==> src/rtl/id_ex_stage_reg_pkg.sv <==
// Shared definitions for the ID/EX pipeline register: control-word layout,
// bubble encoding, ALU opcode constants and default widths.
package id_ex_stage_reg_pkg;

    localparam int unsigned DATA_W_DEF = 32;
    localparam int unsigned CNT_W_DEF  = 16;
    localparam int unsigned REG_W      = 4;

    // Control word {alu_op,s,shift_imm,mem_size,mem_enable,mem_rw,load,rf_en,b,bl}
    localparam int unsigned CTRL_W            = 14;
    localparam int unsigned CTRL_BL           = 0;
    localparam int unsigned CTRL_B            = 1;
    localparam int unsigned CTRL_RF_EN        = 2;
    localparam int unsigned CTRL_LOAD         = 3;
    localparam int unsigned CTRL_MEM_RW       = 4;
    localparam int unsigned CTRL_MEM_EN       = 5;
    localparam int unsigned CTRL_MEM_SIZE_LSB = 6;
    localparam int unsigned CTRL_SHIFT_IMM    = 8;
    localparam int unsigned CTRL_S            = 9;
    localparam int unsigned CTRL_ALU_LSB      = 10;

    localparam logic [CTRL_W-1:0] CTRL_BUBBLE = '0;

    localparam logic [3:0] ALU_ADD = 4'b0100;
    localparam logic [3:0] ALU_SUB = 4'b0010;

endpackage

==> src/rtl/id_ex_stage_reg_if.sv <==
// ID/EX boundary bundle: decoded ID fields and pipeline controls in,
// registered EX copies, stall and hazard statistics out.
interface id_ex_stage_reg_if
    import id_ex_stage_reg_pkg::*;
#(
    parameter int unsigned DATA_W = DATA_W_DEF,
    parameter int unsigned CNT_W  = CNT_W_DEF
) ();
    logic [3:0]        id_alu_op, ex_alu_op;
    logic              id_s, ex_s;
    logic              id_shift_imm, ex_shift_imm;
    logic [1:0]        id_mem_size, ex_mem_size;
    logic              id_mem_enable, ex_mem_enable;
    logic              id_mem_rw, ex_mem_rw;
    logic              id_load_inst, ex_load_inst;
    logic              id_rf_enable, ex_rf_enable;
    logic              id_b_instr, ex_b_instr;
    logic              id_b_l, ex_b_l;
    logic [DATA_W-1:0] id_pa, id_pb, id_pd, ex_pa, ex_pb, ex_pd;
    logic [11:0]       id_shift_field, ex_shift_field;
    logic [REG_W-1:0]  id_rn, id_rm, id_rd, ex_rd;
    logic              id_use_rn, id_use_rm;
    logic              flush, ex_hold;
    logic              ex_valid, id_stall;
    logic [CNT_W-1:0]  hazard_count;

    modport master (
        output id_alu_op, id_s, id_shift_imm, id_mem_size, id_mem_enable, id_mem_rw,
               id_load_inst, id_rf_enable, id_b_instr, id_b_l, id_pa, id_pb, id_pd,
               id_shift_field, id_rn, id_rm, id_rd, id_use_rn, id_use_rm, flush, ex_hold,
        input  ex_alu_op, ex_s, ex_shift_imm, ex_mem_size, ex_mem_enable, ex_mem_rw,
               ex_load_inst, ex_rf_enable, ex_b_instr, ex_b_l, ex_pa, ex_pb, ex_pd,
               ex_shift_field, ex_rd, ex_valid, id_stall, hazard_count
    );

    modport slave (
        input  id_alu_op, id_s, id_shift_imm, id_mem_size, id_mem_enable, id_mem_rw,
               id_load_inst, id_rf_enable, id_b_instr, id_b_l, id_pa, id_pb, id_pd,
               id_shift_field, id_rn, id_rm, id_rd, id_use_rn, id_use_rm, flush, ex_hold,
        output ex_alu_op, ex_s, ex_shift_imm, ex_mem_size, ex_mem_enable, ex_mem_rw,
               ex_load_inst, ex_rf_enable, ex_b_instr, ex_b_l, ex_pa, ex_pb, ex_pd,
               ex_shift_field, ex_rd, ex_valid, id_stall, hazard_count
    );
endinterface

==> src/rtl/id_ex_hazard_detect.sv <==
// Load-use hazard: the load in EX writes a register the ID instruction reads.
module id_ex_hazard_detect
    import id_ex_stage_reg_pkg::*;
(
    input  logic             ex_valid,
    input  logic             ex_load_inst,
    input  logic             ex_rf_enable,
    input  logic [REG_W-1:0] ex_rd,
    input  logic [REG_W-1:0] id_rn,
    input  logic [REG_W-1:0] id_rm,
    input  logic             id_use_rn,
    input  logic             id_use_rm,
    output logic             hazard
);
    assign hazard = ex_valid & ex_load_inst & ex_rf_enable &
                    ((id_use_rn & (id_rn == ex_rd)) | (id_use_rm & (id_rm == ex_rd)));
endmodule

==> src/rtl/id_ex_stage_reg.sv <==
// ID/EX pipeline register with load-use bubble insertion, branch squash,
// downstream hold and a saturating count of inserted hazard bubbles.
module id_ex_stage_reg
    import id_ex_stage_reg_pkg::*;
#(
    parameter int unsigned DATA_W = DATA_W_DEF,
    parameter int unsigned CNT_W  = CNT_W_DEF
) (
    input  logic               clk,
    input  logic               reset,
    id_ex_stage_reg_if.slave   bus
);
    logic [CTRL_W-1:0] id_ctrl, ex_ctrl;
    logic [DATA_W-1:0] ex_pa, ex_pb, ex_pd;
    logic [11:0]       ex_shift_field;
    logic [REG_W-1:0]  ex_rd;
    logic              ex_valid;
    logic [CNT_W-1:0]  hazard_count;
    logic              hazard;

    always_comb begin
        id_ctrl                                  = CTRL_BUBBLE;
        id_ctrl[CTRL_ALU_LSB +: 4]               = bus.id_alu_op;
        id_ctrl[CTRL_S]                          = bus.id_s;
        id_ctrl[CTRL_SHIFT_IMM]                  = bus.id_shift_imm;
        id_ctrl[CTRL_MEM_SIZE_LSB +: 2]          = bus.id_mem_size;
        id_ctrl[CTRL_MEM_EN]                     = bus.id_mem_enable;
        id_ctrl[CTRL_MEM_RW]                     = bus.id_mem_rw;
        id_ctrl[CTRL_LOAD]                       = bus.id_load_inst;
        id_ctrl[CTRL_RF_EN]                      = bus.id_rf_enable;
        id_ctrl[CTRL_B]                          = bus.id_b_instr;
        id_ctrl[CTRL_BL]                         = bus.id_b_l;
    end

    id_ex_hazard_detect u_hazard (
        .ex_valid     (ex_valid),
        .ex_load_inst (ex_ctrl[CTRL_LOAD]),
        .ex_rf_enable (ex_ctrl[CTRL_RF_EN]),
        .ex_rd        (ex_rd),
        .id_rn        (bus.id_rn),
        .id_rm        (bus.id_rm),
        .id_use_rn    (bus.id_use_rn),
        .id_use_rm    (bus.id_use_rm),
        .hazard       (hazard)
    );

    // Priority: hold > flush > hazard bubble > normal advance.
    always_ff @(posedge clk or posedge reset) begin
        if (reset) begin
            ex_ctrl        <= CTRL_BUBBLE;
            ex_pa          <= '0;
            ex_pb          <= '0;
            ex_pd          <= '0;
            ex_shift_field <= '0;
            ex_rd          <= '0;
            ex_valid       <= 1'b0;
            hazard_count   <= '0;
        end else if (!bus.ex_hold) begin
            if (bus.flush || hazard) begin
                ex_ctrl        <= CTRL_BUBBLE;
                ex_pa          <= '0;
                ex_pb          <= '0;
                ex_pd          <= '0;
                ex_shift_field <= '0;
                ex_rd          <= '0;
                ex_valid       <= 1'b0;
                if (!bus.flush && (hazard_count != '1))
                    hazard_count <= hazard_count + 1'b1;
            end else begin
                ex_ctrl        <= id_ctrl;
                ex_pa          <= bus.id_pa;
                ex_pb          <= bus.id_pb;
                ex_pd          <= bus.id_pd;
                ex_shift_field <= bus.id_shift_field;
                ex_rd          <= bus.id_rd;
                ex_valid       <= (id_ctrl != CTRL_BUBBLE);
            end
        end
    end

    // Gated by reset so a hold request cannot show a stall while the stage is cleared.
    assign bus.id_stall       = ~reset & ((hazard & ~bus.flush) | bus.ex_hold);

    assign bus.ex_alu_op      = ex_ctrl[CTRL_ALU_LSB +: 4];
    assign bus.ex_s           = ex_ctrl[CTRL_S];
    assign bus.ex_shift_imm   = ex_ctrl[CTRL_SHIFT_IMM];
    assign bus.ex_mem_size    = ex_ctrl[CTRL_MEM_SIZE_LSB +: 2];
    assign bus.ex_mem_enable  = ex_ctrl[CTRL_MEM_EN];
    assign bus.ex_mem_rw      = ex_ctrl[CTRL_MEM_RW];
    assign bus.ex_load_inst   = ex_ctrl[CTRL_LOAD];
    assign bus.ex_rf_enable   = ex_ctrl[CTRL_RF_EN];
    assign bus.ex_b_instr     = ex_ctrl[CTRL_B];
    assign bus.ex_b_l         = ex_ctrl[CTRL_BL];
    assign bus.ex_pa          = ex_pa;
    assign bus.ex_pb          = ex_pb;
    assign bus.ex_pd          = ex_pd;
    assign bus.ex_shift_field = ex_shift_field;
    assign bus.ex_rd          = ex_rd;
    assign bus.ex_valid       = ex_valid;
    assign bus.hazard_count   = hazard_count;
endmodule

==> src/flat_wrapper.sv <==
// flat-port wrapper written by rule: the top's interface ports become plain ports
module id_ex_stage_reg_flat import id_ex_stage_reg_pkg::*;
#(
    parameter int unsigned DATA_W = DATA_W_DEF,
    parameter int unsigned CNT_W  = CNT_W_DEF
)
  (clk, reset, bus_id_alu_op, bus_id_s, bus_id_shift_imm, bus_id_mem_size, bus_id_mem_enable, bus_id_mem_rw, bus_id_load_inst, bus_id_rf_enable, bus_id_b_instr, bus_id_b_l, bus_id_pa, bus_id_pb, bus_id_pd, bus_id_shift_field, bus_id_rn, bus_id_rm, bus_id_rd, bus_id_use_rn, bus_id_use_rm, bus_flush, bus_ex_hold, bus_ex_alu_op, bus_ex_s, bus_ex_shift_imm, bus_ex_mem_size, bus_ex_mem_enable, bus_ex_mem_rw, bus_ex_load_inst, bus_ex_rf_enable, bus_ex_b_instr, bus_ex_b_l, bus_ex_pa, bus_ex_pb, bus_ex_pd, bus_ex_shift_field, bus_ex_rd, bus_ex_valid, bus_id_stall, bus_hazard_count);
  id_ex_stage_reg_if #(.DATA_W(DATA_W), .CNT_W(CNT_W)) bus_i ();
  input  logic clk;
  input  logic reset;
  input wire logic [$bits(bus_i.id_alu_op)-1:0] bus_id_alu_op;
  input wire logic [$bits(bus_i.id_s)-1:0] bus_id_s;
  input wire logic [$bits(bus_i.id_shift_imm)-1:0] bus_id_shift_imm;
  input wire logic [$bits(bus_i.id_mem_size)-1:0] bus_id_mem_size;
  input wire logic [$bits(bus_i.id_mem_enable)-1:0] bus_id_mem_enable;
  input wire logic [$bits(bus_i.id_mem_rw)-1:0] bus_id_mem_rw;
  input wire logic [$bits(bus_i.id_load_inst)-1:0] bus_id_load_inst;
  input wire logic [$bits(bus_i.id_rf_enable)-1:0] bus_id_rf_enable;
  input wire logic [$bits(bus_i.id_b_instr)-1:0] bus_id_b_instr;
  input wire logic [$bits(bus_i.id_b_l)-1:0] bus_id_b_l;
  input wire logic [$bits(bus_i.id_pa)-1:0] bus_id_pa;
  input wire logic [$bits(bus_i.id_pb)-1:0] bus_id_pb;
  input wire logic [$bits(bus_i.id_pd)-1:0] bus_id_pd;
  input wire logic [$bits(bus_i.id_shift_field)-1:0] bus_id_shift_field;
  input wire logic [$bits(bus_i.id_rn)-1:0] bus_id_rn;
  input wire logic [$bits(bus_i.id_rm)-1:0] bus_id_rm;
  input wire logic [$bits(bus_i.id_rd)-1:0] bus_id_rd;
  input wire logic [$bits(bus_i.id_use_rn)-1:0] bus_id_use_rn;
  input wire logic [$bits(bus_i.id_use_rm)-1:0] bus_id_use_rm;
  input wire logic [$bits(bus_i.flush)-1:0] bus_flush;
  input wire logic [$bits(bus_i.ex_hold)-1:0] bus_ex_hold;
  output wire logic [$bits(bus_i.ex_alu_op)-1:0] bus_ex_alu_op;
  output wire logic [$bits(bus_i.ex_s)-1:0] bus_ex_s;
  output wire logic [$bits(bus_i.ex_shift_imm)-1:0] bus_ex_shift_imm;
  output wire logic [$bits(bus_i.ex_mem_size)-1:0] bus_ex_mem_size;
  output wire logic [$bits(bus_i.ex_mem_enable)-1:0] bus_ex_mem_enable;
  output wire logic [$bits(bus_i.ex_mem_rw)-1:0] bus_ex_mem_rw;
  output wire logic [$bits(bus_i.ex_load_inst)-1:0] bus_ex_load_inst;
  output wire logic [$bits(bus_i.ex_rf_enable)-1:0] bus_ex_rf_enable;
  output wire logic [$bits(bus_i.ex_b_instr)-1:0] bus_ex_b_instr;
  output wire logic [$bits(bus_i.ex_b_l)-1:0] bus_ex_b_l;
  output wire logic [$bits(bus_i.ex_pa)-1:0] bus_ex_pa;
  output wire logic [$bits(bus_i.ex_pb)-1:0] bus_ex_pb;
  output wire logic [$bits(bus_i.ex_pd)-1:0] bus_ex_pd;
  output wire logic [$bits(bus_i.ex_shift_field)-1:0] bus_ex_shift_field;
  output wire logic [$bits(bus_i.ex_rd)-1:0] bus_ex_rd;
  output wire logic [$bits(bus_i.ex_valid)-1:0] bus_ex_valid;
  output wire logic [$bits(bus_i.id_stall)-1:0] bus_id_stall;
  output wire logic [$bits(bus_i.hazard_count)-1:0] bus_hazard_count;
  assign bus_i.id_alu_op = bus_id_alu_op;
  assign bus_i.id_s = bus_id_s;
  assign bus_i.id_shift_imm = bus_id_shift_imm;
  assign bus_i.id_mem_size = bus_id_mem_size;
  assign bus_i.id_mem_enable = bus_id_mem_enable;
  assign bus_i.id_mem_rw = bus_id_mem_rw;
  assign bus_i.id_load_inst = bus_id_load_inst;
  assign bus_i.id_rf_enable = bus_id_rf_enable;
  assign bus_i.id_b_instr = bus_id_b_instr;
  assign bus_i.id_b_l = bus_id_b_l;
  assign bus_i.id_pa = bus_id_pa;
  assign bus_i.id_pb = bus_id_pb;
  assign bus_i.id_pd = bus_id_pd;
  assign bus_i.id_shift_field = bus_id_shift_field;
  assign bus_i.id_rn = bus_id_rn;
  assign bus_i.id_rm = bus_id_rm;
  assign bus_i.id_rd = bus_id_rd;
  assign bus_i.id_use_rn = bus_id_use_rn;
  assign bus_i.id_use_rm = bus_id_use_rm;
  assign bus_i.flush = bus_flush;
  assign bus_i.ex_hold = bus_ex_hold;
  assign bus_ex_alu_op = bus_i.ex_alu_op;
  assign bus_ex_s = bus_i.ex_s;
  assign bus_ex_shift_imm = bus_i.ex_shift_imm;
  assign bus_ex_mem_size = bus_i.ex_mem_size;
  assign bus_ex_mem_enable = bus_i.ex_mem_enable;
  assign bus_ex_mem_rw = bus_i.ex_mem_rw;
  assign bus_ex_load_inst = bus_i.ex_load_inst;
  assign bus_ex_rf_enable = bus_i.ex_rf_enable;
  assign bus_ex_b_instr = bus_i.ex_b_instr;
  assign bus_ex_b_l = bus_i.ex_b_l;
  assign bus_ex_pa = bus_i.ex_pa;
  assign bus_ex_pb = bus_i.ex_pb;
  assign bus_ex_pd = bus_i.ex_pd;
  assign bus_ex_shift_field = bus_i.ex_shift_field;
  assign bus_ex_rd = bus_i.ex_rd;
  assign bus_ex_valid = bus_i.ex_valid;
  assign bus_id_stall = bus_i.id_stall;
  assign bus_hazard_count = bus_i.hazard_count;
  id_ex_stage_reg #(.DATA_W(DATA_W), .CNT_W(CNT_W)) u_core (.clk(clk), .reset(reset), .bus(bus_i));
endmodule
==> config.mk <==
export PLATFORM = sky130hd
export DESIGN_NAME = id_ex_stage_reg_flat
export DESIGN_NICKNAME = d
export VERILOG_FILES = /design/src/rtl/id_ex_stage_reg_pkg.sv /design/src/rtl/id_ex_stage_reg_if.sv /design/src/rtl/id_ex_hazard_detect.sv /design/src/rtl/id_ex_stage_reg.sv /design/src/flat_wrapper.sv
export SDC_FILE = /design/constraint.sdc
export NUM_CORES = 1
export LEC_CHECK = 0
export ABC_AREA = 0
export BUFFER_PORTS_ARGS = -buffer_cell sky130_fd_sc_hd__buf_2
export CORE_AREA = 3 3 110 112
export CTS_CLUSTER_SIZE = 28
export DETAILED_ROUTE_END_ITERATION = 12
export DIE_AREA = 0 0 113 115
export PLACE_DENSITY = 0.84
export SLEW_MARGIN = 40
export SYNTH_ARGS = -nofsm -noshare
export SYNTH_HDL_FRONTEND = slang
export SYNTH_HIERARCHICAL = 1
export SYNTH_SLANG_ARGS = --single-unit
==> constraint.sdc <==
create_clock -name clk -period 15.9 [get_ports clk]
set_clock_uncertainty 0.1 [all_clocks]
set_input_delay 3.975 -clock clk [delete_from_list [all_inputs] [get_ports clk]]
set_output_delay 3.975 -clock clk [all_outputs]
set_load 0.02 [all_outputs]
* After elaboration in Yosys (flattened, before gate mapping) *
Index checks and enable logic that the tools add are counted.

word-level totals
  flip-flop bits (word level) = 143
  latch bits = 0
  memory bits (writable) = 0
  memory bits (read-only) = 0
  bits of input ports = 140
  logic and storage cells = 36
  memories = 0

operators by class
  add/subtract/negate cells = 1
  multipliers = 0
  div/mod/pow operators = 0
  order comparisons = 0
  equal/unequal tests = 3
  shifts and indexed selects = 0
  muxes and demuxes = 7
  bitwise gates (word level) = 12
  reduce and logical (&&, ||, !) cells = 5

operator list
  cell                                            count
  two-way mux 32 bit                              3
  adder 16 x 1 -> 16 bit (second input constant)  1
  inequality test 16 bit (second input constant)  1
  two-way mux 14 bit                              1
  nonzero test 14 bit                             1
  two-way mux 12 bit                              1
  equality test 4 bit                             2
  bitwise AND 1 bit                               7
  two-way mux 4 bit                               1
  NOT 1 bit                                       3
  AND reduction 3 bit                             1
  OR 1 bit                                        2
  logical AND 1 bit                               1
  zero test 1 bit                                 1
  logical OR 1 bit                                1
  two-way mux 1 bit                               1

* Depth between registers and ports, before layout *
Gate-level depths: netlist (run 1).

  depth in word-level cells = 7
  depth in mapped cells = 9
  gate-level depth less buffers = 8

* By module *
The synthesis (run 1) kept the hierarchy.

by module, submodules not included
  module               times used  cells an instance  area each (um^2)  sequential area each (um^2)
  id_ex_stage_reg      1           362                5,286.3           3,578.4
  id_ex_hazard_detect  1           14                 102.6             0.0

* Least setup slack after synthesis (run 1) *
No wires, ideal clock.

  path type = input port to output port
  start = in bus_id_rn[2]
  end = out bus_id_stall
  arrival time = 4.905 ns
  data required time = 11.825 ns
  setup slack = 6.920 ns
  stages on the path = 6
  cells stage by stage = xor2_1 > nor4_1 > nand3_1 > nand2_1 > a21oi_1 > nor2_1

on the way
  cells in the longest elaborated chain, start to end = 7

ends and longest elaborated chain
  what                 line                       text
  from (decl)          flat_wrapper.sv:25         input wire logic [$bits(bus_i.id_rn)-1:0] bus_id_rn;
  equality test 4 bit  id_ex_hazard_detect.sv:16  ((id_use_rn & (id_rn == ex_rd)) | (id_use_rm & (id_rm == ex_rd)));
  bitwise AND 1 bit    id_ex_hazard_detect.sv:16
  OR 1 bit             id_ex_hazard_detect.sv:16
  bitwise AND 1 bit    id_ex_hazard_detect.sv:15  assign hazard = ex_valid & ex_load_inst & ex_rf_enable &
  net u_core.hazard    id_ex_stage_reg.sv:19      logic hazard;
  bitwise AND 1 bit    id_ex_stage_reg.sv:82      assign bus.id_stall = ~reset & ((hazard & ~bus.flush) | bus.ex_hold);
  OR 1 bit             id_ex_stage_reg.sv:82
  bitwise AND 1 bit    id_ex_stage_reg.sv:82
  to (decl)            flat_wrapper.sv:48         output wire logic [$bits(bus_i.id_stall)-1:0] bus_id_stall;

The timed path passes the listed nets, and every way through them passes these cells.

* Final worst setup path (run 1) *
Same ends and word-level chain as after synthesis.

==> metrics.cfg, run 1 <==
[timing]
tns_ns = 0
slew-limit-headroom = 0.545
setup_viol = 0
max_freq_mhz = 108
fin_crit_sh = 0.583
worstMarginPinSlew_ns = 0.683
final_hold_viol_count = 0
fin_ws_ns = 6.63
min_period_ns = 9.27
rsz0062_at_grt = false
report.final.slew_viol_count = 0

[status]
status = completed

[final_layout]
multi_input_area_um2 = 1690
seqCellArea_um2 = 3580
final_net_count = 795
layout-drive-gt1-share = 0.491
diodes = 0
nFillCells = 845
area_growth_pct = 39.2
fin_cells = 809

[drt]
drc = 0
wl_per_cell_um = 17.8
antenna_left = 0
num_vias = 4295
routed_via_density = 5.31
routed_wl_mm = 14.4
drtIter0Drc = 307
dr.pass1.iters = 4

[clock_network]
max-clock-path-buffers = 2
cts_root_buffer = clkbuf_16
path_clk_slew_ns = 0.05
cts-resized-gates = 0
post_cts_buffers = 0
cts_sinks = 143
clk_latency_ns = 0.41
cts_hold_buf = 0
cts-buffers-inserted = 17
cts_tree = done
htreeDepth = 4

[global_routing]
grt_max_degree = 75
track_usage = 0.217
grt_pass1_vias = 4421
antenna_found_initial = 0
grt_pass1_wl_mm = 22.2
overflow = 0

[die]
die-area_um2 = 13000
die_h_um = 115
core_um2 = 11300
die_w_um = 113
rows = 39
initial_core_util = 0.476
io_pins = 284

[critical_path]
startpoint_type = input port
worst-path-max-fanout = 3
cp.arrival_ns = 5.19
worstSetupPathType = input port to output port
r2r_setup_slack_ns = 13.17
cp-end-kind = output port
crit_required_ns = 11.82

[pwr]
peakVddDrop_v = 0.0000850
leakage_nw = 4.24
p_per_area_nw_per_um2 = 122

[synthesis]
netlist_area_um2 = 5390
synth_fp_nets = 517
yosys_warnings = 6
syn-instance-count = 376
synth_seq_cells = 143
ys_types = 25
seq_area_frac_synth = 0.664
avgSynthCellArea_um2 = 14.3

[placement]
dp_slack_ns = 6.63
hpwl_mm = 10.2
port_buffers = 283
placed_cells = 778
gp_congestion = 0.843

[hold_path]
min_path_type = flop to flop

[job]
drv_cap = 0

==> sequential cells by signal, summed over array words and instances (netlist names) <==
register	flops
u_core/bus.ex_valid	1
u_core/bus.ex_pb	32
u_core/bus.ex_pa	32
u_core/bus.ex_shift_field	12
u_core/bus.hazard_count	16
u_core/bus.ex_rd	4
u_core/bus.ex_pd	32
u_core/ex_ctrl	14
==> logic make-up (layout without fill, tap and decap cells) <==
logic type,Yosys count,in the layout,synth area share
AND/OR/NAND/NOR,48,48,0.0585
multiplexers,1,1,0.00279
flip-flops,143,143,0.664
XOR/XNOR,23,23,0.0374
AO/OA/AOI/OAI,129,129,0.212
adder cells (fa/ha/maj),1,1,0.00232
buffers and inverters,31,321,0.0225
==> report_power, final <==
part / total [mW] / switching (mW) / internal, mW
registers: 0.405 / 0.0155 / 0.389
clock network: 0.387 / 0.144 / 0.243
logic: 0.124 / 0.0738 / 0.0503
total: 0.916 / 0.234 / 0.682
==> per-stage QoR <==
| step | power (mW) | util | area, um2 | hold slack, ns |
|---|---|---|---|---|
| after floorplan | 0.479 | - | 5390 | 0.496 |
| after global placement | 0.531 | 0.611 | 6920 | 0.382 |
| after detailed placement | 0.535 | 0.611 | 6920 | 0.392 |
| after CTS | 0.923 | 0.663 | 7500 | 0.407 |
| after global routing | 0.953 | 0.663 | 7500 | 0.417 |
| final | 0.916 | 0.663 | 7500 | 0.401 |
==> path summary, 6_finish.rpt <==
path / startpoint / endpoint / cells past startpoint
min: u_core/bus.ex_shift_field[7]$_DFFE_PP0N_ / u_core/bus.ex_shift_field[7]$_DFFE_PP0N_ / 1
max reg2reg: u_core/bus.ex_rd[3]$_DFFE_PP0N_ / u_core/bus.ex_pb[29]$_DFFE_PP0N_ / 8
min reg2reg: u_core/bus.ex_shift_field[7]$_DFFE_PP0N_ / u_core/bus.ex_shift_field[7]$_DFFE_PP0N_ / 1
min in group asynchronous: reset / u_core/bus.hazard_count[11]$_DFFE_PP0P_ / 2
max: bus_id_rn[2] / bus_id_stall / 8
max in group asynchronous: reset / u_core/bus.ex_pb[27]$_DFFE_PP0N_ / 3
==> layout make-up <==
| class | instances | area share |
|---|---|---|
| clock buffers | 22 | 0.0632 |
| clock inverters | 9 | 0.0145 |
| inverters | 3 | 0.00217 |
| multi-input cells | 202 | 0.226 |
| flip-flops and latches | 143 | 0.477 |
| well taps | 143 | 0.0238 |
| repair buffers | 287 | 0.194 |
==> metal layers <==
layer	routed length, um	track usage	share of wire	up-vias
li1	-	-	-	1985
met1	5760	0.269	0.40	2088
met2	7220	0.355	0.50	192
met3	1050	0.0632	0.073	30
met4	375	0.0962	0.026	0
met5	0	0	0	-
==> cells in the mapped netlist (all sizes together) <==
cell type,n,area [um2]
mux2,1,15.0
ha,1,12.5
nor4,7,43.8
nor2,11,41.3
nand2,7,26.3
and3,2,12.5
and4,2,18.8
nand4,6,67.6
nor3,4,20.0
clkbuf,23,86.3
dfrtp,143,3580
xor2,22,193
buf,5,23.8
inv,3,11.3
nor4b,1,23.8
o41ai,1,27.5
or3b,1,11.3
xnor2,1,8.76
nor3b,2,25.0
a22o,127,1110
a21oi,1,5.00
nand3,5,25.0
==> critical path: stages <==
cell	delay (ns)
buf_2	0.10
xor2_1	0.14
nor4_1	0.32
nand3_1	0.12
nand2_1	0.17
a21oi_1	0.09
nor2_1	0.11
buf_2	0.17
==> cell usage in the layout (no fill, tap or decap), drive strengths merged <==
cell type and instances:
dfrtp 143, buf 287, a21oi 1, bufinv 2, xor2 22, and4 2, nor4b 1, and3 2
nor3 4, nor3b 2, a22o 127, mux2 1, xnor2 1, nand3 5, nor4 7, nor2 11
clkinv 5, nand2 7, nand4 6, ha 1, clkinvlp 1, o41ai 1, inv 4, clkbuf 22
or3b 1
(Power assumes the default switching activity.)
==> run 2, diff against run 1 <==
--- a/config.mk
+++ b/config.mk
@@ -7,11 +7,11 @@
 export LEC_CHECK = 0
 export ABC_AREA = 0
 export BUFFER_PORTS_ARGS = -buffer_cell sky130_fd_sc_hd__buf_2
-export CORE_AREA = 3 3 110 112
+export CORE_AREA = 3 3 114 116
 export CTS_CLUSTER_SIZE = 28
 export DETAILED_ROUTE_END_ITERATION = 12
-export DIE_AREA = 0 0 113 115
-export PLACE_DENSITY = 0.84
+export DIE_AREA = 0 0 117 119
+export PLACE_DENSITY = 0.79
 export SLEW_MARGIN = 40
 export SYNTH_ARGS = -nofsm -noshare
 export SYNTH_HDL_FRONTEND = slang
==> constraint.sdc (replaced) <==
create_clock -name clk -period 8.6 [get_ports clk]
set_clock_uncertainty 0.1 [all_clocks]
set_input_delay 2.15 -clock clk [delete_from_list [all_inputs] [get_ports clk]]
set_output_delay 2.15 -clock clk [all_outputs]
set_load 0.02 [all_outputs]
==> run 2 against run 1 <==
First-iteration DRC count down 2.6%; critical endpoint unchanged; critical path depth stayed put; cell area decreased by 0.12%; highest routed layer unchanged.
==> metrics.cfg, run 2 (synthesis gave the netlist of run 1 again) <==
[status]
status = completed

[drt]
antenna_left = 0
drtIter0Drc = 299
routed_via_density = 5.34
num_vias = 4345
wl_per_cell_um = 17.9
routed_wl_mm = 14.6
dr.pass1.iters = 4
drc = 0

[critical_path]
rr_endpoint = u_core/bus.hazard_count[14]$_DFFE_PP0P_
worst-path-max-fanout = 3
startpoint_type = input port
reg2regPathDepth = 8
reg2reg_from = u_core/bus.ex_rd[2]$_DFFE_PP0N_
cp.arrival_ns = 3.35
r2r_setup_slack_ns = 5.97
crit_required_ns = 6.35
cp-end-kind = output port
worstSetupPathType = input port to output port

[timing]
setup_viol = 0
report.final.slew_viol_count = 0
max_freq_mhz = 178
rsz0062_at_grt = false
fin_crit_sh = 0.652
worst_hold_slack_ns = 0.402
final_hold_viol_count = 0
tns_ns = 0
fin_ws_ns = 3.00
worstMarginPinSlew_ns = 0.716
min_period_ns = 5.60
slew-limit-headroom = 0.523

[die]
rows = 40
io_pins = 284
core_um2 = 12000
initial_core_util = 0.449
die-area_um2 = 13900
die_w_um = 117
die_h_um = 119

[pwr]
leakage_nw = 4.22
switching_share = 0.258
peakVddDrop_v = 0.000121
combPwrFrac = 0.138
pwr-share-clk = 0.414
report.power.total_mw = 1.67
p_int_mw = 1.24
sequentialPowerShare = 0.448
p_per_area_nw_per_um2 = 223
p_sw_mw = 0.431

[placement]
dp_slack_ns = 3.00
gp_congestion = 0.852
placed_cells = 782
port_buffers = 283
hpwl_mm = 10.4

[global_routing]
overflow = 0
grt_pass1_wl_mm = 22.8
antenna_found_initial = 0
grt_pass1_vias = 4484
grt_max_degree = 80
track_usage = 0.209

[clock_network]
cts_sinks = 143
cts_tree = done
cts-buffers-inserted = 17
path_clk_slew_ns = 0.05
clk_latency_ns = 0.41
htreeDepth = 4
max-clock-path-buffers = 2
cts_hold_buf = 0
cts-resized-gates = 0
post_cts_buffers = 0
cts_root_buffer = clkbuf_16

[job]
drv_cap = 0

[hold_path]
worstHoldStart = u_core/bus.ex_pd[4]$_DFFE_PP0N_
min_path_type = flop to flop
hold_depth = 1
min_to = u_core/bus.ex_pd[4]$_DFFE_PP0N_

[final_layout]
area_growth_pct = 39.1
most-common-layout-cells = 282 x buf_2, 143 x dfrtp_1, 127 x a22o_1
final_common_cell = buf_2
nFillCells = 954
final_net_count = 795
reg_top3 = u_core/bus.ex_pa (32), u_core/bus.ex_pb (32), u_core/bus.ex_pd (32)
layout-drive-gt1-share = 0.492
diodes = 0
fin_cells = 813

==> run 2: cell types whose count changed in the layout (fill, tap and decap cells not counted) <==
cell,previous run,this run
clkbuf_8,3,4
inv_6,2,1
clkinvlp_4,1,3
bufinv_16,2,1
clkbuf_1,2,1
==> run 2: stage by stage <==
stage,utilization,cell area (um2)
2_1_floorplan,-,5390
6_report,0.624,7490
3_5_place_dp,0.576,6920
5_1_grt,0.624,7490
4_1_cts,0.624,7490
3_3_place_gp,0.576,6920
==> run 2: worst max-delay path: stages <==
cell	delay (ns)
buf_2	0.10
xor2_1	0.13
nor4_1	0.31
nand3_1	0.11
nand2_1	0.17
a21oi_1	0.09
nor2_1	0.11
buf_2	0.17
==> run 2: area by class of cell <==
| type | instances | area, um2 | area share |
|---|---|---|---|
| flip-flops and latches | 143 | 3580 | 0.477 |
| clock inverters | 9 | 85.1 | 0.0114 |
| multi-input cells | 202 | 1690 | 0.226 |
| clock buffers | 22 | 484 | 0.0646 |
| well taps | 147 | 184 | 0.0245 |
| inverters | 3 | 16.3 | 0.00217 |
| repair buffers | 287 | 1450 | 0.194 |
==> run 2: how the worst max path moves through the flow <==
| stage | start | end | cells after the start |
|---|---|---|---|
| 6_report | bus_id_rm[2] | bus_id_stall | 8 |
| 5_1_grt | bus_id_rm[2] | bus_id_stall | 8 |
| 4_1_cts | bus_id_rm[2] | bus_id_stall | 8 |
| 3_5_place_dp | bus_id_rm[2] | bus_id_stall | 8 |
| 3_3_place_gp | bus_id_rn[2] | bus_id_stall | 8 |
| 2_1_floorplan | reset | u_core/bus.ex_pa[0]$_DFFE_PP0N_ | 1 |
==> run 2: power groups by stage <==
stage | sequential (mW) | clock (mW) | combinational, mW
after global placement | 0.757 | 0 | 0.227
final | 0.748 | 0.692 | 0.230
after floorplan | 0.815 | 0 | 0.0719
after CTS | 0.748 | 0.708 | 0.233
after detailed placement | 0.758 | 0 | 0.232
after global routing | 0.753 | 0.739 | 0.247
==> run 2: per-layer routing <==
| metal | wire [um] | track usage |
|---|---|---|
| met1 | 6040 | 0.261 |
| met5 | 0 | 0 |
| met2 | 7080 | 0.331 |
| met3 | 1040 | 0.0625 |
| met4 | 405 | 0.0961 |
==> run 3, diff against run 2 <==
--- a/config.mk
+++ b/config.mk
@@ -5,13 +5,13 @@
 export SDC_FILE = /design/constraint.sdc
 export NUM_CORES = 1
 export LEC_CHECK = 0
-export ABC_AREA = 0
+export ABC_AREA = 1
 export BUFFER_PORTS_ARGS = -buffer_cell sky130_fd_sc_hd__buf_2
-export CORE_AREA = 3 3 114 116
+export CORE_AREA = 3 3 122 124
 export CTS_CLUSTER_SIZE = 28
 export DETAILED_ROUTE_END_ITERATION = 12
-export DIE_AREA = 0 0 117 119
-export PLACE_DENSITY = 0.79
+export DIE_AREA = 0 0 125 127
+export PLACE_DENSITY = 0.75
 export SLEW_MARGIN = 40
 export SYNTH_ARGS = -nofsm -noshare
 export SYNTH_HDL_FRONTEND = slang
==> constraint.sdc (replaced) <==
create_clock -name clk -period 4.65 [get_ports clk]
set_clock_uncertainty 0.1 [all_clocks]
set_input_delay 1.1625 -clock clk [delete_from_list [all_inputs] [get_ports clk]]
set_output_delay 1.1625 -clock clk [all_outputs]
set_load 0.02 [all_outputs]
==> run 3 against run 2 <==
Count of clock-buffer cells in the layout stayed put; clock power is 110% higher; cell area is 4.8% higher; via count is 10% higher; critical path depth is 1 higher; first-iteration DRC count is 8.7% lower; sequential power is 84% higher.
==> metrics.cfg, run 3 <==
[die]
core_um2 = 13900
die_w_um = 125
io_pins = 284
rows = 43
die-area_um2 = 15900
die_h_um = 127
initial_core_util = 0.408

[final_layout]
final_net_count = 916
diodes = 0
most-common-layout-cells = 282 x buf_2, 143 x dfrtp_1, 114 x a22o_1
layout-drive-gt1-share = 0.416
reg_top3 = u_core/bus.ex_pa (32), u_core/bus.ex_pb (32), u_core/bus.ex_pd (32)
nFillCells = 1225
area_growth_pct = 38.8
final_common_cell = buf_2
fin_util = 0.566

[clock_network]
post_cts_buffers = 0
cts_root_buffer = clkbuf_16
cts-resized-gates = 0
htreeDepth = 4
cts_hold_buf = 0
cts_sinks = 143
max-clock-path-buffers = 2
cts-buffers-inserted = 17
path_clk_slew_ns = 0.06
cts_tree = done
clk_latency_ns = 0.40

[global_routing]
overflow = 0
grt_max_degree = 144
antenna_found_initial = 0
grt_pass1_vias = 4839
track_usage = 0.194
grt_pass1_wl_mm = 24.8

[drt]
drc = 0
antenna_left = 0
drtIter0Drc = 273
routed_via_density = 4.95
routed_wl_mm = 15.5
wl_per_cell_um = 16.0
dr.pass1.iters = 5
num_vias = 4789

[timing]
tns_ns = 0
max_freq_mhz = 292
min_period_ns = 3.42
worstMarginPinSlew_ns = 0.745
setup_viol = 0
rsz0062_at_grt = false
report.final.slew_viol_count = 0
fin_crit_sh = 0.736
final_hold_viol_count = 0
slew-limit-headroom = 0.503

[pwr]
sequentialPowerShare = 0.426
switching_share = 0.251
combPwrFrac = 0.133
p_int_mw = 2.43
pwr-share-clk = 0.441
p_per_area_nw_per_um2 = 413
report.power.total_mw = 3.24
peakVddDrop_v = 0.000233
leakage_nw = 4.35
p_sw_mw = 0.815

[synthesis]
synth_edf_count = 0
synth_seq_cells = 143
synthMostInstantiatedCell = dfrtp_1
syn-instance-count = 498
synth_top_area_cell = dfrtp_1
synth_fp_nets = 639
synthTopCellsByArea = dfrtp_1 63%, a22o_1 18%, nand2_1 6.6%, inv_1 2.0%, nor2_1 1.7%
netlist_area_um2 = 5660
async_flop_share = 1.00
seq_area_frac_synth = 0.632
ys.flop_type = dfrtp_1
ys_types = 24
yosys.area.top_type_share = 0.632
yosys_warnings = 6
avgSynthCellArea_um2 = 11.4
yosys-top-cells-count = 143 x dfrtp_1, 114 x a22o_1, 100 x nand2_1

[job]
drv_cap = 0

[placement]
port_buffers = 283
hpwl_mm = 10.7
gp_congestion = 0.883

[critical_path]
worstSetupPathType = input port to output port
cp.arrival_ns = 2.16
cp-end-kind = output port
startpoint_type = input port
crit_required_ns = 3.39
worst-path-max-fanout = 2

[hold_path]
min_path_type = flop to flop

[status]
status = completed

-- run 3: kinds of logic (layout without fill, tap and decap cells) --
| group | Yosys count | count (layout) | synth area share |
|---|---|---|---|
| xor gates and xnor gates | 9 | 9 | 0.0139 |
| DFF | 143 | 143 | 0.632 |
| buffers and inverters | 62 | 352 | 0.0455 |
| AOI/OAI and AO/OA | 135 | 135 | 0.198 |
| and+or+nand+nor | 148 | 148 | 0.109 |
| adders and majority gates | 1 | 1 | 0.00221 |
-- run 3: layer usage --
| metal | vias to the layer above | routed length, um | GRT usage | part of all wire |
|---|---|---|---|---|
| li1 | 2296 | - | - | - |
| met1 | 2272 | 6580 | 0.248 | 0.42 |
| met3 | 21 | 1090 | 0.0623 | 0.070 |
| met4 | 0 | 247 | 0.0651 | 0.016 |
| met2 | 200 | 7610 | 0.315 | 0.49 |
| met5 | - | 0 | 0 | 0 |
-- run 3: power by group through the flow --
stage               Clock [mW]  Sequential, mW  Combinational (mW)
floorplan                    0            1.51               0.138
detailed placement           0            1.40               0.437
global placement             0            1.40               0.430
finish                    1.43            1.38               0.430
global route              1.52            1.39               0.465
CTS                       1.46            1.38               0.436
-- run 3: final cells by class --
cell class / instances / area [um2] / share of cell area
clock buffers: 22 / 464 / 0.0591
clock inverters: 10 / 160 / 0.0204
inverters: 33 / 129 / 0.0164
multi-input cells: 293 / 1830 / 0.232
flip-flops and latches: 143 / 3580 / 0.455
well taps: 180 / 225 / 0.0287
repair buffers: 287 / 1470 / 0.188
-- run 3: worst max-delay path, stage by stage --
cell	delay [ns]
buf_2	0.09
inv_1	0.06
nor2_1	0.04
nor2_1	0.13
nand3_2	0.09
a21oi_2	0.19
nand2_1	0.09
a21oi_1	0.12
buf_2	0.17
-- run 3: through the flow --
stage               worst slack [ns]  hold slack, ns  cells  area (um2)
finish                          1.23           0.380    968        7860
global route                    1.08           0.410    968        7860
CTS                             1.23           0.383    968        7860
detailed placement              1.05           0.369    936        7230
global placement                1.12           0.364    936        7230
floorplan                       1.36           0.493    498        5670
-- run 3: final timing paths --
kind                       slack [ns]  depth (start not counted)                             from                                        end
hold / removal                   0.38                          2    u_core/ex_ctrl[7]$_DFFE_PP0N_              u_core/ex_ctrl[7]$_DFFE_PP0N_
setup reg to reg                 1.82                         11  u_core/bus.ex_rd[1]$_DFFE_PP0N_           u_core/bus.ex_pb[18]$_DFFE_PP0N_
setup / recovery                 1.23                          9                     bus_id_rn[3]                               bus_id_stall
min in group asynchronous        0.88                          3                            reset     u_core/bus.hazard_count[4]$_DFFE_PP0P_
hold reg to reg                  0.38                          2    u_core/ex_ctrl[7]$_DFFE_PP0N_              u_core/ex_ctrl[7]$_DFFE_PP0N_
max in group asynchronous        3.03                          3                            reset  u_core/bus.ex_shift_field[10]$_DFFE_PP0N_
